[config.mk]
export PLATFORM = sky130hd
export DESIGN_NAME = minterm_scanner_flat
export DESIGN_NICKNAME = d
export VERILOG_FILES = /design/src/rtl/minterm_pkg.sv /design/src/rtl/minterm_scanner_if.sv /design/src/rtl/lsb_encoder16.sv /design/src/rtl/minterm_scanner.sv /design/src/flat_wrapper.sv
export SDC_FILE = /design/constraint.sdc
export NUM_CORES = 1
export LEC_CHECK = 0
export ABC_CLOCK_PERIOD_IN_PS = 5200
export CAP_MARGIN = 5
export CORE_MARGIN = 5
export CORE_UTILIZATION = 60
export DETAILED_ROUTE_END_ITERATION = 16
export GPL_ROUTABILITY_DRIVEN = 0
export HOLD_SLACK_MARGIN = 0.06
export PLACE_DENSITY = 0.84
export SYNTH_ARGS = -nofsm -noshare
export SYNTH_HDL_FRONTEND = slang
export SYNTH_HIERARCHICAL = 1
export SYNTH_SLANG_ARGS = --single-unit
[constraint.sdc]
create_clock -name clk -period 5.2 [get_ports clk]
set_input_delay 1.04 -clock clk [delete_from_list [all_inputs] [get_ports clk]]
set_output_delay 1.04 -clock clk [all_outputs]
set_load 0.005 [all_outputs]
[src/rtl/minterm_pkg.sv]
// Shared widths and FSM state encoding for the minterm scanner.
// No ports: package only.
package minterm_pkg;

   localparam int unsigned N_IN  = 4;   // function inputs
   localparam int unsigned N_MT  = 16;  // minterms = 2**N_IN
   localparam int unsigned CNT_W = 5;   // holds 0..16 without wrap

   typedef enum logic [1:0] {
      IDLE = 2'd0,
      SCAN = 2'd1,
      EMIT = 2'd2,
      FIN  = 2'd3
   } state_e;

endpackage

[src/rtl/minterm_scanner_if.sv]
// Bundles the scanner's control, function-under-test and minterm-stream signals.
// master: scanner side (drives vec_out, status, stream, tt, count).
// slave : environment side (drives start, f_in, m_ready).
interface minterm_scanner_if;
   import minterm_pkg::*;

   logic             start;
   logic [N_IN-1:0]  vec_out;
   logic             f_in;
   logic             busy;
   logic             m_valid;
   logic             m_ready;
   logic [N_IN-1:0]  m_index;
   logic             m_last;
   logic             done;
   logic [N_MT-1:0]  tt;
   logic [CNT_W-1:0] count;

   modport master (
      input  start, f_in, m_ready,
      output vec_out, busy, m_valid, m_index, m_last, done, tt, count
   );

   modport slave (
      output start, f_in, m_ready,
      input  vec_out, busy, m_valid, m_index, m_last, done, tt, count
   );

endinterface

[src/rtl/lsb_encoder16.sv]
// Combinational lowest-set-bit encoder, 16 -> 4, with an any-bit-set flag.
// Ports: vec_i (16-bit mask), idx_o (index of lowest set bit, 0 if none), any_o.
module lsb_encoder16
   import minterm_pkg::*;
(
   input  logic [N_MT-1:0] vec_i,
   output logic [N_IN-1:0] idx_o,
   output logic            any_o
);

   // Scan from the top so the lowest set bit is the last one written.
   always_comb begin
      idx_o = '0;
      for (int i = N_MT - 1; i >= 0; i--) begin
         if (vec_i[i]) idx_o = N_IN'(i);
      end
   end

   assign any_o = |vec_i;

endmodule

[src/rtl/minterm_scanner.sv]
// Sweeps a 4-input combinational function through all 16 vectors, captures its
// truth table and true-minterm count, then streams the true minterm indices in
// ascending order over a valid/ready handshake.
// Ports: clk, rst (sync, active-high), bus (minterm_scanner_if.master).
module minterm_scanner
   import minterm_pkg::*;
(
   input  logic                     clk,
   input  logic                     rst,
   minterm_scanner_if.master        bus
);

   state_e           state_q, state_d;
   logic [N_IN-1:0]  vec_q, vec_d;
   logic [N_MT-1:0]  tt_q, tt_d;
   logic [CNT_W-1:0] cnt_q, cnt_d;
   logic [N_MT-1:0]  rem_q, rem_d;
   logic             m_valid_q, m_valid_d;
   logic [N_IN-1:0]  m_index_q, m_index_d;
   logic             m_last_q, m_last_d;
   logic             done_q, done_d;
   logic             busy_q, busy_d;

   logic [CNT_W-1:0] cnt_next;
   logic [N_IN-1:0]  enc_idx;
   logic             enc_any;

   // Lowest remaining minterm, looked up on the next-state mask so the
   // registered index is ready the cycle the mask changes.
   lsb_encoder16 u_enc (
      .vec_i (rem_d),
      .idx_o (enc_idx),
      .any_o (enc_any)
   );

   assign cnt_next = cnt_q + CNT_W'(bus.f_in);

   // Next-state and datapath update.
   always_comb begin
      state_d = state_q;
      vec_d   = vec_q;
      tt_d    = tt_q;
      cnt_d   = cnt_q;
      rem_d   = rem_q;

      unique case (state_q)
         IDLE: begin
            vec_d = '0;
            if (bus.start) begin
               tt_d    = '0;
               cnt_d   = '0;
               rem_d   = '0;
               state_d = SCAN;
            end
         end
         SCAN: begin
            tt_d[vec_q] = bus.f_in;
            cnt_d       = cnt_next;
            vec_d       = vec_q + N_IN'(1);   // wraps to 0 after the last vector
            if (vec_q == N_IN'(N_MT - 1)) begin
               rem_d   = tt_d;
               state_d = (cnt_next != '0) ? EMIT : FIN;
            end
         end
         EMIT: begin
            if (m_valid_q && bus.m_ready) begin
               rem_d = rem_q & ~(N_MT'(1) << m_index_q);
               if (m_last_q) state_d = FIN;
            end
         end
         FIN: begin
            state_d = IDLE;
         end
         default: state_d = IDLE;
      endcase
   end

   // Registered stream and status outputs, derived from next state.
   always_comb begin
      m_valid_d = (state_d == EMIT);
      m_index_d = enc_idx;
      // Exactly one bit left: nonzero and clearing the lowest bit leaves zero.
      m_last_d  = enc_any && ((rem_d & (rem_d - N_MT'(1))) == '0);
      done_d    = (state_d == FIN);
      busy_d    = (state_d != IDLE);
   end

   always_ff @(posedge clk) begin
      if (rst) begin
         state_q   <= IDLE;
         vec_q     <= '0;
         tt_q      <= '0;
         cnt_q     <= '0;
         rem_q     <= '0;
         m_valid_q <= 1'b0;
         m_index_q <= '0;
         m_last_q  <= 1'b0;
         done_q    <= 1'b0;
         busy_q    <= 1'b0;
      end else begin
         state_q   <= state_d;
         vec_q     <= vec_d;
         tt_q      <= tt_d;
         cnt_q     <= cnt_d;
         rem_q     <= rem_d;
         m_valid_q <= m_valid_d;
         m_index_q <= m_index_d;
         m_last_q  <= m_last_d;
         done_q    <= done_d;
         busy_q    <= busy_d;
      end
   end

   assign bus.vec_out = vec_q;
   assign bus.tt      = tt_q;
   assign bus.count   = cnt_q;
   assign bus.m_valid = m_valid_q;
   assign bus.m_index = m_index_q;
   assign bus.m_last  = m_last_q;
   assign bus.done    = done_q;
   assign bus.busy    = busy_q;

endmodule

[src/flat_wrapper.sv]
// flat-port wrapper written by rule: the top's interface ports become plain ports
module minterm_scanner_flat import minterm_pkg::*;
  (clk, rst, bus_start, bus_f_in, bus_m_ready, bus_vec_out, bus_busy, bus_m_valid, bus_m_index, bus_m_last, bus_done, bus_tt, bus_count);
  minterm_scanner_if bus_i ();
  input  logic clk;
  input  logic rst;
  input wire logic [$bits(bus_i.start)-1:0] bus_start;
  input wire logic [$bits(bus_i.f_in)-1:0] bus_f_in;
  input wire logic [$bits(bus_i.m_ready)-1:0] bus_m_ready;
  output wire logic [$bits(bus_i.vec_out)-1:0] bus_vec_out;
  output wire logic [$bits(bus_i.busy)-1:0] bus_busy;
  output wire logic [$bits(bus_i.m_valid)-1:0] bus_m_valid;
  output wire logic [$bits(bus_i.m_index)-1:0] bus_m_index;
  output wire logic [$bits(bus_i.m_last)-1:0] bus_m_last;
  output wire logic [$bits(bus_i.done)-1:0] bus_done;
  output wire logic [$bits(bus_i.tt)-1:0] bus_tt;
  output wire logic [$bits(bus_i.count)-1:0] bus_count;
  assign bus_i.start = bus_start;
  assign bus_i.f_in = bus_f_in;
  assign bus_i.m_ready = bus_m_ready;
  assign bus_vec_out = bus_i.vec_out;
  assign bus_busy = bus_i.busy;
  assign bus_m_valid = bus_i.m_valid;
  assign bus_m_index = bus_i.m_index;
  assign bus_m_last = bus_i.m_last;
  assign bus_done = bus_i.done;
  assign bus_tt = bus_i.tt;
  assign bus_count = bus_i.count;
  minterm_scanner u_core (.clk(clk), .rst(rst), .bus(bus_i));
endmodule
# Word-level counts from Yosys, hierarchy flattened
# Cells that the tools add are included.
totals:
  ff_bits: 51
  word_cells: 76
op_classes:
  reduce_logical: 14
  shifts: 1
  order_cmp: 2
  eq_ne: 7
  add_sub_neg: 3
  n_bitwise: 3
  mux: 33
ops:
  columns: ["op", "n"]
  rows:
  - ["2-to-1 mux 16 bit", 4]
  - ["case mux 16 bit (3 select lines)", 1]
  - ["bitwise AND 16 bit", 2]
  - ["2-to-1 mux 4 bit", 8]
  - ["case mux 16 bit (2 select lines)", 1]
  - ["bitwise mux 16 bit", 1]
  - ["logical NOT 16 bit", 1]
  - ["inverter 16 bit", 1]
  - ["OR reduction 16 bit", 1]
  - ["left shift 1 x 4 -> 16 bit, first input constant", 1]
  - ["subtractor 16 x 1 -> 16 bit, second input constant", 1]
  - ["2-to-1 mux 2 bit", 6]
  - ["2-to-1 mux 3 bit", 4]
  - ["case mux 5 bit (2 select lines)", 1]
  - ["OR reduction 9 bit", 1]
  - ["equality test 2 bit, second input constant", 4]
  - ["case mux 2 bit (4 select lines)", 1]
  - ["case mux 4 bit (2 select lines)", 1]
  - ["adder 5 x 1 -> 5 bit", 1]
  - ["< comparator 4 x 5 -> 1 bit, second input constant", 1]
  - ["2-to-1 mux 5 bit", 1]
  - ["nonzero test 5 bit", 1]
  - ["OR reduction 5 bit", 1]
  - ["adder 4 x 1 -> 4 bit, second input constant", 1]
  - ["12 further kinds", 17]

# Depth between registers and ports, before layout
depth:
  ltp_word: 22
  mapped_depth: 14
  ltp_nobuf: 13

# Hierarchy
# Netlist, hierarchy kept.
by_module_without_submodules:
  columns: ["module", "n_inst", "area_per_inst_um2", "cells_per_inst"]
  rows:
  - ["minterm_scanner", 1, 2869.0, 347]
  - ["lsb_encoder16", 1, 176.4, 34]

# Worst setup path before layout
# Ideal clock, no wire load.
synth_path:
  kind: "input-to-reg"
  startpoint: "in bus_m_ready"
  endpoint: "reg u_core.m_last_q (netlist: u_core/bus.m_last)"
  setup_ns: 0.131
  n_path_buf: 1
  setup_slack_ns: 2.099
  path_stages: 10
  arrival_ns: 2.970
  path_cell_list: "nand4b_4 buf_2 o311a_1 a221o_1 nor4_2 nand3_1 or3_1 nor2b_1 o311ai_1 a311oi_1"
synth_between:
  word_cells_on_any_way: 8
  cone_classes: "1 x add/sub; 2 x mux; 1 x bitwise; 4 x reduce/logical"
synth_rtl:
  columns: ["element", "line_no", "rtl"]
  rows:
  - ["start, declared", "flat_wrapper.sv:9", "input wire logic [$bits(bus_i.m_ready)-1:0] bus_m_ready;"]
  - ["logical AND 1 bit", "minterm_scanner.sv:66", "if (m_valid_q && bus.m_ready) begin"]
  - ["2-to-1 mux 16 bit", "minterm_scanner.sv:66", null]
  - ["case mux 16 bit (3 select lines)", "minterm_scanner.sv:46", "unique case (state_q)"]
  - ["via u_core.rem_d[7]", "minterm_scanner.sv:17", "logic [N_MT-1:0] rem_q, rem_d;"]
  - ["OR reduction 16 bit", "lsb_encoder16.sv:19", "assign any_o = |vec_i;"]
  - ["via u_core.enc_any", "minterm_scanner.sv:26", "logic enc_any;"]
  - ["logical AND 1 bit", "minterm_scanner.sv:83", "m_last_d = enc_any && ((rem_d & (rem_d - N_MT'(1))) == '0);"]
  - ["end signal, assigned", "minterm_scanner.sv:108", "m_last_q <= m_last_d;"]
  - ["end, declared", "minterm_scanner.sv:20", "logic m_last_q, m_last_d;"]
# The timed path passes the listed nets, and every way through them passes these cells.
# A chain may end at the register's enable or synchronous reset.

# Worst setup path after layout
layout_path:
  startpoint: "in bus_m_ready"
  endpoint: "reg u_core.m_last_q (netlist: u_core/bus.m_last)"
layout_between:
  elab_chain_cells: 7
  word_cells_on_any_way: 8
  cone_classes: "1 x add/sub; 2 x mux; 1 x bitwise; 4 x reduce/logical"
layout_rtl:
  columns: ["element", "line_no"]
  rows:
  - ["logical AND 1 bit *", "minterm_scanner.sv:66"]
  - ["2-to-1 mux 16 bit *", "minterm_scanner.sv:66"]
  - ["case mux 16 bit (3 select lines) *", "minterm_scanner.sv:46"]
  - ["via u_core.rem_d[3]", "minterm_scanner.sv:17"]
  - ["subtractor 16 x 1 -> 16 bit", "minterm_scanner.sv:83"]
  - ["bitwise AND 16 bit", "minterm_scanner.sv:83"]
  - ["logical NOT 16 bit", "minterm_scanner.sv:83"]
  - ["logical AND 1 bit *", "minterm_scanner.sv:83"]
# The timed path passes the listed nets; every way through them passes the cells marked *.

==> flow_summary.html <==
<table>
<tr><th>Metric</th><th>Value</th></tr>
<tr><th colspan="2">Timing</th></tr>
<tr><td>Number of slew-limit violations in the final report</td><td>0</td></tr>
<tr><td>Worst-case headroom to the max-slew limit</td><td>a little over a third</td></tr>
<tr><td>Final hold violation count</td><td>0</td></tr>
<tr><td>Endpoints failing setup</td><td>0</td></tr>
<tr><td>Setup slack after layout</td><td>1.56 ns</td></tr>
<tr><td>Worst clock skew on the final layout</td><td>0.00913 ns</td></tr>
<tr><td>Crit share post-route</td><td>about 70%</td></tr>
<tr><td>Highest clock frequency the design can meet</td><td>roughly 270 MHz</td></tr>
<tr><td>Actual transition at the worst max-transition pin</td><td>0.964 ns</td></tr>
<tr><td>RSZ-0062 raised after global routing</td><td>no</td></tr>
<tr><td>Period minus WS final</td><td>~3.6 ns</td></tr>
<tr><td>Summed negative setup slack over all endpoints</td><td>0 ns</td></tr>
<tr><th colspan="2">Synth</th></tr>
<tr><td>Simple-gate share of the synthesized area</td><td>29.9%</td></tr>
<tr><td>Yosys warning count</td><td>6</td></tr>
<tr><td>Complex-gate fraction of the synthesized area</td><td>between 20 and 25%</td></tr>
<tr><td>Portion of netlist area occupied by mux cells</td><td>between 5 and 6%</td></tr>
<tr><td>Xor and xnor fraction of the mapped netlist area</td><td>0.863%</td></tr>
<tr><td>Largest cells by area after synthesis</td><td>sky130_fd_sc_hd__dfxtp_1 (34%), sky130_fd_sc_hd__a21oi_1 (5.3%), sky130_fd_sc_hd__nor2_1 (5.1%)</td></tr>
<tr><td>Most used standard cell by instance count after synthesis</td><td>sky130_fd_sc_hd__dfxtp_1</td></tr>
<tr><td>Post-synth top cells</td><td>sky130_fd_sc_hd__dfxtp_1 (51), sky130_fd_sc_hd__nor2_1 (41), sky130_fd_sc_hd__a21oi_1 (32)</td></tr>
<tr><td>Arithmetic-cell share of the synthesized area counting full adders, half adders and majority gates</td><td>3.12%</td></tr>
<tr><td>Syn nets</td><td>392</td></tr>
<tr><td>Netlist Area Pre-Place</td><td>about 3000 µm²</td></tr>
<tr><td>Post-Syn Area per Cell</td><td>7.99 µm²</td></tr>
<tr><td>Async S/R FF share, synth</td><td>0%</td></tr>
<tr><td>Unique masters post-synth</td><td>51</td></tr>
<tr><td>Flops &amp; latches, synth</td><td>51</td></tr>
<tr><td>Share of the synthesized area in the top cell type</td><td>roughly a third</td></tr>
<tr><td>Proportion of synthesized chip area in sequential cells</td><td>33.5%</td></tr>
<tr><td>Cell taking the most area after synthesis</td><td>sky130_fd_sc_hd__dfxtp_1</td></tr>
<tr><td>Largest family of logic cells by synthesized area</td><td>simple AND/OR/NAND/NOR gates</td></tr>
<tr><td>Cells after Synth</td><td>381</td></tr>
<tr><td>Number of enable flip-flop cells after synthesis</td><td>0</td></tr>
<tr><td>Synth Flop Type</td><td>sky130_fd_sc_hd__dfxtp_1</td></tr>
<tr><th colspan="2">Clocking</th></tr>
<tr><td>Clk sinks</td><td>51</td></tr>
<tr><td>Deepest clock path buffer count</td><td>2</td></tr>
<tr><td>Buffer cell driving the clock tree root</td><td>sky130_fd_sc_hd__clkbuf_8</td></tr>
<tr><td>Worst-skew pair later-pin latency</td><td>about 0.3 ns</td></tr>
<tr><td>CTS Buf Count</td><td>5</td></tr>
<tr><td>Count of buffers added by post-CTS timing repair for setup</td><td>0</td></tr>
<tr><td>Total of hold buffers inserted after clock tree synthesis</td><td>0</td></tr>
<tr><td>Resized Gates After CTS</td><td>0</td></tr>
<tr><td>Clock transition at path regs</td><td>roughly 0.09 ns</td></tr>
<tr><td>TritonCTS clock tree</td><td>done</td></tr>
<tr><td># H-tree levels</td><td>2</td></tr>
<tr><th colspan="2">Place</th></tr>
<tr><td>Number of input and output port buffers inserted</td><td>37</td></tr>
<tr><td>Cells after DPL</td><td>466</td></tr>
<tr><td>Worst slack after detailed placement</td><td>1.29 ns</td></tr>
<tr><td>HPWL Detailed</td><td>5520 µm</td></tr>
<tr><th colspan="2">Drt</th></tr>
<tr><td>Detailed-route wire length on metal 1</td><td>3580 µm</td></tr>
<tr><td>DRC violations left</td><td>0</td></tr>
<tr><td>Total via count in the routed design</td><td>~3000</td></tr>
<tr><td>Ratio of routed vias to standard cells</td><td>6.29</td></tr>
<tr><td>Post-DR wirelength/cell</td><td>approximately 17 µm</td></tr>
<tr><td>Met3 wirelength from detailed routing</td><td>494 µm</td></tr>
<tr><td>Met2 wirelength from detailed routing</td><td>3810 µm</td></tr>
<tr><td>Number of detailed-routing iterations run before antenna repair</td><td>5</td></tr>
<tr><td>Highest routing layer actually used</td><td>met4</td></tr>
<tr><td>DR iter-0 viols</td><td>282</td></tr>
<tr><td>Number of antenna-violating nets in the routed design</td><td>0</td></tr>
<tr><td>Post-detailed-routing wire length</td><td>8110 µm</td></tr>
<tr><th colspan="2">Floorplan</th></tr>
<tr><td>Cell Rows</td><td>26</td></tr>
<tr><td>Total Die Area</td><td>between 6000 and 7000 µm²</td></tr>
<tr><td>Die outline height</td><td>81.2 µm</td></tr>
<tr><td>Width of the die</td><td>81.2 µm</td></tr>
<tr><td>Core box area</td><td>5010 µm²</td></tr>
<tr><td>Top-level port count</td><td>38</td></tr>
<tr><td>Initial Util</td><td>just over 60%</td></tr>
<tr><th colspan="2">Critical path</th></tr>
<tr><td>CP Data Arrival Time</td><td>3.86 ns</td></tr>
<tr><td>CP Data Required Time</td><td>between 5 and 6 ns</td></tr>
<tr><td>Crit. End Element</td><td>flip-flop</td></tr>
<tr><td>Peak fanout along the critical path</td><td>17</td></tr>
<tr><td>Class of the most critical setup path</td><td>input pin to flip-flop</td></tr>
<tr><td>Register-to-register setup slack</td><td>1.67 ns</td></tr>
<tr><td>Critical Path Start Type</td><td>input pin</td></tr>
<tr><th colspan="2">Finish</th></tr>
<tr><td>Number of standard cells in the layout, taps in and fillers out</td><td>473</td></tr>
<tr><td>P&amp;R area growth vs syn</td><td>15.8%</td></tr>
<tr><td>Area of combinational cells with multiple inputs</td><td>1870 µm²</td></tr>
<tr><td>Layout fillers</td><td>437</td></tr>
<tr><td>Combined flip-flop and latch cell area</td><td>1020 µm²</td></tr>
<tr><td>Fin nets</td><td>414</td></tr>
<tr><td>Number of antenna cells inserted</td><td>0</td></tr>
<tr><td>Fraction of final layout cells sized beyond drive strength 1</td><td>4.22%</td></tr>
<tr><th colspan="2">GRT</th></tr>
<tr><td>Pin count of the biggest net entering global routing</td><td>27</td></tr>
<tr><td>Initial antenna violation count</td><td>0</td></tr>
<tr><td>Remaining global-route overflow</td><td>0</td></tr>
<tr><td>Number of global-route vias before repair</td><td>2744</td></tr>
<tr><td>Global-route wire length before repair</td><td>13200 µm</td></tr>
<tr><td>Total global-route track usage</td><td>25.3%</td></tr>
<tr><th colspan="2">Pwr</th></tr>
<tr><td>Cell Pwr Density</td><td>212 nW/µm²</td></tr>
<tr><td>Peak supply drop</td><td>0.126 mV</td></tr>
<tr><td>Leakage Power</td><td>about 1.3 nW</td></tr>
<tr><td>Overall Power</td><td>about 0.75 mW</td></tr>
<tr><th colspan="2">Run</th></tr>
<tr><td>Max-capacitance violation count</td><td>0</td></tr>
<tr><th colspan="2">Hold path</th></tr>
<tr><td>Worst hold path type</td><td>flip-flop to flip-flop</td></tr>
<tr><th colspan="2">Status</th></tr>
<tr><td>Result of the run</td><td>completed</td></tr>
</table>
[cell usage in the layout, fill, tap and decap left out, drive strengths merged, types with 2 or more instances in the layout]
master	count
a21o	4
a21oi	32
a22o	3
a22oi	6
a31oi	2
and2	5
and3b	5
buf	4
clkbuf	6
clkdlybuf4s50	37
dfxtp	51
ha	6
inv	12
maj3	2
mux2	2
mux2i	14
nand2	19
nand2b	7
nand3	27
nand3b	10
nand4	2
nor2	42
nor2b	22
nor3	4
nor3b	2
nor4	7
o211ai	13
o21ai	13
o21bai	2
o22ai	2
o311a	2
o311ai	12
o31ai	4
or2	3
or3	4
or3b	2
xor2	3
[layout make-up]
cell class	count	share of cell area (%)
clock buffer	6	2.06
clock inverter	1	0.851
inverter	12	1.28
multi-input combinational	292	53.0
sequential	51	28.9
tap	70	2.48
timing repair buffer	41	11.4
[registers in the layout, indices dropped and copies added (netlist names)]
| signal | count |
|---|---|
| u_core/bus.tt | 16 |
| u_core/rem_q | 16 |
| u_core/bus.count | 5 |
| u_core/bus.m_index | 4 |
| u_core/bus.vec_out | 4 |
| u_core/state_q | 2 |
| u_core/bus.busy | 1 |
| u_core/bus.done | 1 |
| u_core/bus.m_last | 1 |
| u_core/bus.m_valid | 1 |
[kinds of logic after synthesis]
family                   count (synthesis)
flip-flops                              51
AND/OR/NAND/NOR                        164
XOR/XNOR                                 3
multiplexers                            16
adder cells (fa/ha/maj)                  8
buffers and inverters                   38
AO/OA/AOI/OAI                          101
[through the flow]
stage	hold WS (ns)	area, µm²	utilization, %
final	0.485	3530	70.4
after global routing	0.514	3530	70.4
after CTS	0.486	3530	70.4
after detailed placement	0.468	3420	68.4
after global placement	0.468	3420	68.4
after floorplan	0.461	3050	-
[worst paths after layout]
path                          from           endpoint  cells after the start
min              u_core/bus.tt[15]  u_core/bus.tt[15]                      2
max reg2reg  u_core/bus.vec_out[2]  u_core/bus.m_last                      7
min reg2reg      u_core/bus.tt[15]  u_core/bus.tt[15]                      2
max                    bus_m_ready  u_core/bus.m_last                      8
[critical path, stage by stage]
cell,delay [ns]
sky130_fd_sc_hd__clkdlybuf4s50_1,0.51
sky130_fd_sc_hd__nand4b_4,0.27
sky130_fd_sc_hd__o311ai_1,0.39
sky130_fd_sc_hd__o211ai_1,0.25
sky130_fd_sc_hd__or3_1,0.57
sky130_fd_sc_hd__o41ai_1,0.46
sky130_fd_sc_hd__a211oi_1,0.16
sky130_fd_sc_hd__a311oi_1,0.21
[power breakdown]
part	switching, mW	internal, mW
clock	0.131	0.141
sequential	0.00631	0.394
combinational	0.0478	0.0262
total	0.185	0.562
[per-layer routing]
| layer | global-route usage [%] | up-vias |
|---|---|---|
| met1 | 33.4 | 1408 |
| met3 | 5.10 | 26 |
| met2 | 41.0 | 118 |
| li1 | - | 1425 |
| met4 | 9.29 | 0 |
| met5 | 0 | - |
Power figures use the tool's default switching activity.
